<file path="src/rtl/shift_deserializer.sv">
// Serial-in/parallel-out receiver: n bits (direction latched on first bit) become one registered word.
// Latency: the word is on q with v=1 right after the edge taking its n-th bit; an unacked word blocks, so a newer one is dropped and ov is set.
module shift_deserializer #(
   parameter int n = 4
) (
   input  logic         C,
   input  logic         R,
   input  logic         SI,
   input  logic         SV,
   input  logic         RTL,
   input  logic         FR,
   input  logic         A,
   output logic [n-1:0] Q,
   output logic [n-1:0] nQ,
   output logic         V,
   output logic         OV,
   output logic         BUSY
);

   localparam int CW = (n > 2) ? $clog2(n) : 1;
   localparam logic [CW-1:0] LAST = CW'(n - 1);

   logic [n-1:0]  sh;
   logic [n-1:0]  sh_nx;
   logic [CW-1:0] cnt;
   logic [CW-1:0] cnt_eff;
   logic          dir;
   logic          dir_eff;
   logic          done;
   logic          ack;

   // A frame restart makes this bit the first of a fresh word.
   always_comb begin
      cnt_eff = FR ? '0 : cnt;
      dir_eff = (cnt_eff == '0) ? RTL : dir;
      sh_nx   = dir_eff ? {sh[n-2:0], SI} : {SI, sh[n-1:1]};
      done    = SV && (cnt_eff == LAST);
      ack     = V && A;
   end

   always_ff @(posedge C) begin
      if (R) begin
         sh  <= '0;
         cnt <= '0;
         dir <= 1'b0;
         Q   <= '0;
         V   <= 1'b0;
         OV  <= 1'b0;
      end else begin
         if (SV) begin
            sh  <= sh_nx;
            dir <= dir_eff;
            cnt <= done ? '0 : cnt_eff + 1'b1;
         end else if (FR) begin
            cnt <= '0;
         end

         if (done) begin
            if (!V || ack) begin
               Q <= sh_nx;
               V <= 1'b1;
            end else begin
               OV <= 1'b1;
            end
         end else if (ack) begin
            V <= 1'b0;
         end
      end
   end

   assign nQ   = ~Q;
   assign BUSY = (cnt != '0);

endmodule

</file>
<file path="config.mk">
export PLATFORM = sky130hd
export DESIGN_NAME = shift_deserializer
export DESIGN_NICKNAME = d
export VERILOG_FILES = /design/src/rtl/shift_deserializer.sv
export SDC_FILE = /design/constraint.sdc
export NUM_CORES = 1
export LEC_CHECK = 0
export CORE_AREA = 10 10 47 49
export DETAILED_ROUTE_END_ITERATION = 7
export DIE_AREA = 0 0 57 59
export DONT_BUFFER_PORTS = 1
export GPL_TIMING_DRIVEN = 1
export PLACE_DENSITY_LB_ADDON = 0.12
export SYNTH_ARGS = -nofsm -noshare
export SYNTH_HDL_FRONTEND = slang
export SYNTH_SLANG_ARGS = --single-unit
</file>
<file path="constraint.sdc">
create_clock -name C -period 1.7 [get_ports C]
set_input_delay 0.17 -clock C [delete_from_list [all_inputs] [get_ports C]]
set_output_delay 0.17 -clock C [all_outputs]
set_load 0.01 [all_outputs]
</file>
======== After elaboration in Yosys (flattened, before gate mapping) ========
Cells that the tools add are included.
word-level totals
  flip-flop bits (word level) ............. 13
  latch bits .............................. 0
  memory bits (writable) .................. 0
  memory bits (read-only) ................. 0
  word-level logic and storage cells ...... 29
  memories ................................ 0
cells by class
  $add $sub $neg .......................... 1
  multipliers ............................. 0
  div/mod/pow operators ................... 0
  magnitude comparators ................... 0
  equal/unequal tests ..................... 2
  shift-type cells ........................ 0
  multiplexer cells ....................... 8
  bitwise gates (word level) .............. 2
  reduce and logical (&&, ||, !) cells .... 10
operators with widths
  kind                                            number
  two-way mux 2 bit                               3
  AND reduction 2 bit                             3
  two-way mux 1 bit                               4
  two-way mux 4 bit                               1
  inverter 4 bit                                  1
  nonzero test 2 bit                              2
  adder 2 x 1 -> 2 bit (second input constant)    1
  == test 2 bit (second input constant)           1
  logical AND 1 bit                               2
  logical NOT 2 bit                               1
  != test 2 x 1 -> 1 bit (second input constant)  1
  logical NOT 1 bit                               1
  logical OR 1 bit                                1
  inverter 1 bit                                  1

======== Logic depth before layout (Yosys ltp) ========
  depth in word-level cells ............... 5
  gate-level depth with buffers ........... 5
  depth with buffers taken out ............ 5

======== Least setup slack after synthesis ========
Ideal clock, no wire load.
  path kind ............................... register to register
  start ................................... register cnt[0]
  end ..................................... register sh[2]
  library setup time ...................... 0.134 ns
  data arrival time ....................... 1.305 ns
  slack ................................... 0.261 ns
  stages on the path, launching flop included .. 6
  buffers on the path ..................... 0
  clock period less this slack ............ 1.439 ns
  cells stage by stage .................... dfxtp_1 nand2b_1 ha_1 mux2i_4 mux2i_1 a211oi_2
between the ends
  longest elaborated chain between the ends .. 4
ends and longest elaborated chain
  what                    line  RTL
  start, declared         25    logic [CW-1:0] cnt;
  start signal, assigned  53    cnt <= done ? '0 : cnt_eff + 1'b1;
  two-way mux 2 bit       --
  logical NOT 2 bit       35    dir_eff = (cnt_eff == '0) ? RTL : dir;
  two-way mux 1 bit       35
  two-way mux 4 bit       36    sh_nx = dir_eff ? {sh[n-2:0], SI} : {SI, sh[n-1:1]};
  end signal, assigned    51    sh <= sh_nx;
  end, declared           23    logic [n-1:0] sh;
No other way between the ends.
A chain may end at the register's enable or synchronous reset.

======== Worst setup path in the final report ========
  start ................................... register cnt[0]
  end ..................................... register Q[1]
between the ends
  longest elaborated chain between the ends .. 4
ends and longest elaborated chain
  what                                                      line    RTL
  two-way mux 2 bit *                                       --
  logical NOT 2 bit or == test 2 bit (tied branches)        35, 37
  two-way mux 1 bit or logical AND 1 bit (tied branches)    35, 37
  two-way mux 4 bit or AND reduction 2 bit (tied branches)  --
  end signal, assigned                                      60      Q <= sh_nx;
  end, declared                                             13      output logic [n-1:0] Q,
Every way passes the cells marked *; elsewhere a longest branch is shown, timed or not.

==> results.tsv <==
stage	metric	value	unit
status	outcome	finished, final reports clean	
finish	multi-input logic area	289	um2
synthesis	Yosys cell types	20	
synthesis	Syn Std Cell Area	578	um2
synthesis	Adder-Cell Fraction of Synth Area	0.0216	
timing	Hold Violations, Final	0	
grt	number of global-route vias before repair	429	
route	# DRC	0	
clock_tree	Worst-Skew Late Latency	0.28	ns
synthesis	area share of xor/xnor cells in the synthesized design	0	
synthesis	top-count cell post-synth	dfxtp_1	
timing	Setup Viol. Count Final	0	
timing	crit share post-route	0.928	
synthesis	simple-gate area share of the yosys netlist	0.147	
clock_tree	CTS H-tree lvls	1	
timing	pins over their slew limit	0	
power_and_ir_drop	Pwr Total	579	uW
route	drt pass-1 iters	4	
die	# IOs	18	
setup_path	path type of the worst setup path	reg -> reg	
clock_tree	clk root buf	clkbuf_4	
clock_tree	CTS tree	yes	
synthesis	Synth area leaders	dfxtp_1, a211oi_1, mux2i_1	
route	Vias/cell	5.50	
finish	Layout area overhead	10.4	%
synthesis	FFs w/ async S/R, synth	0	
power_and_ir_drop	power density over cell area	907	nW/um2
synthesis	ys flop type	dfxtp_1	
die	initial core utilization	0.412	
finish	Final Util	0.455	
route	DR vias	440	
grt	Total Routing Usage GR	0.0803	
timing	Slew headroom	0.630	
synthesis	leading area contributor after synthesis	dfxtp_1	
setup_path	CP Max Fanout	5	
grt	largest net degree at the start of global routing	14	
synthesis	Compound-Gate Fraction of Synth Area	0.210	
worst_hold_path	Hold Path Class	in -> reg	
die	die span in x	57	um
synthesis	area fraction of the dominant cell type after synthesis	0.450	
setup_path	startpoint types	flip-flop	
finish	Layout fillers	147	
route	Routed WL	1310	um
clock_tree	cts bufs inserted	3	
flow_run	Max-Cap Viols	0	
finish	layout cells sized above 1	0.172	
synthesis	top cells by count, synth	dfxtp_1, a211oi_1, a21oi_1, inv_1, nor2_1	
grt	Remaining Overflow, GRT	0	
power_and_ir_drop	worst ir drop on vdd	0.000521	V
setup_path	arrival time worst endpoint	1.71	ns
grt	first-pass GRT wire length	2150	um
die	die area	3360	um2
timing	Fmax	0.634	GHz
setup_path	Critical Path RT	1.84	ns
power_and_ir_drop	Pleak	0.221	nW
synthesis	synth warn	0	
grt	antenna violations before repair	0	
clock_tree	clock-pin transition on the worst setup and hold timing paths	0.09	ns
place	Port Buffers	0	
synthesis	Synth Register Bits	13	
timing	RSZ-0062 raised after global routing	false	
synthesis	main combinational cell family by area after synthesis	compound AO/OA/AOI/OAI gates	
timing	Worst-Margin Slew	0.554	ns
timing	Worst Clk Skew	0.00794	ns
synthesis	Gate Count Post-Synth	61	
route	routed len/inst	16.4	um
synthesis	mux share of post-synthesis cell area	0.108	
synthesis	Syn Area/Cell	9.48	um2
die	core area	1400	um2
synthesis	share of the yosys chip area belonging to registers	0.450	
finish	Final #Nets	73	
place	Final HPWL DP	919	um
finish	diodes inserted	0	
finish	fin cells	80	
route	Iter 0 DRT Violations	5	
finish	Storage cell area	260	um2
route	Final ANT Viol Nets	0	
die	FP Rows	14	
place	global placer's final weighted congestion	0.702	
clock_tree	Sink Count	13	
synthesis	Post-synth EDFFs	0	
timing	post-route setup TNS	0	ns
synthesis	Post-Synthesis Net Count	69	
clock_tree	Clock Tree Buf Depth	2	
die	Die Span Y	59	um
setup_path	Critical Path End Type	flip-flop	
timing	clock period minus worst slack	1.58	ns
place	DP Cell Count	74	
[final cells by class]
cell class | instances | area share
inverter | 6 | 0.0353
sequential | 13 | 0.408
clock buffer | 4 | 0.0412
multi-input combinational | 39 | 0.453
timing repair buffer | 2 | 0.0314
tap | 16 | 0.0314
[sequential cells by signal (all words and copies together) (netlist names)]
register  count
OV            1
Q             4
V             1
cnt           2
dir           1
sh            4
[stage by stage]
stage / instance area (um2) / hold WS, ns / setup slack (ns)
after global routing: 638 / 0.0134 / 0.0142
final: 638 / 0.0175 / 0.123
after CTS: 631 / 0.0227 / 0.105
after global placement: 584 / 0.238 / 0.183
after floorplan: 578 / 0.243 / 0.261
after detailed placement: 584 / 0.239 / 0.146
[what timing repair did]
action / 4_1_cts / 5_1_grt
resized for setup: 0 / 2
hold buffers: 2 / 0
endpoints found under the hold margin: 13 / 0
buffers inserted: 0 / 0
endpoints found under the setup margin: 0 / 1
[routing by layer]
metal | GRT usage | vias up | routed length (um)
li1 | - | 218 | -
met1 | 0.0939 | 203 | 593
met2 | 0.112 | 15 | 573
met3 | 0.0494 | 4 | 115
met4 | 0.0403 | 0 | 28
met5 | 0 | - | 0
[cell usage in the layout (no fill, tap or decap), drive strengths merged, types with 2 or more instances in the layout]
cell type,n
a21oi,6
clkbuf,4
dlygate4sd3,2
nand2b,3
nor2,6
a211oi,9
nand2,2
dfxtp,13
mux2i,5
inv,6
or2,2
[cells by family after synthesis]
family / after synthesis
muxes: 5
AOI/OAI and AO/OA: 17
buffers and inverters: 9
and+or+nand+nor: 16
DFF: 13
adders and majority gates: 1
[path summary, 6_finish.rpt]
check | from | depth (start not counted) | slack, ns | end
hold / removal | SV | 2 | 0.02 | cnt[0]
setup reg to reg | cnt[0] | 5 | 0.12 | Q[1]
hold reg to reg | sh[0] | 2 | 0.51 | sh[0]
setup / recovery | cnt[0] | 5 | 0.12 | Q[1]
[worst max-delay path, stage by stage, from the launching register on]
cell and delay (ns):
dfxtp_1 0.32, nand2b_1 0.10, ha_1 0.22, mux2i_4 0.36, mux2i_2 0.31, a211oi_1 0.11
[report_power, final]
group	internal [mW]	switching, mW
sequential	0.315	0.00872
combinational	0.0288	0.0301
clock	0.0910	0.105
total	0.435	0.143
(Power assumes the default switching activity.)
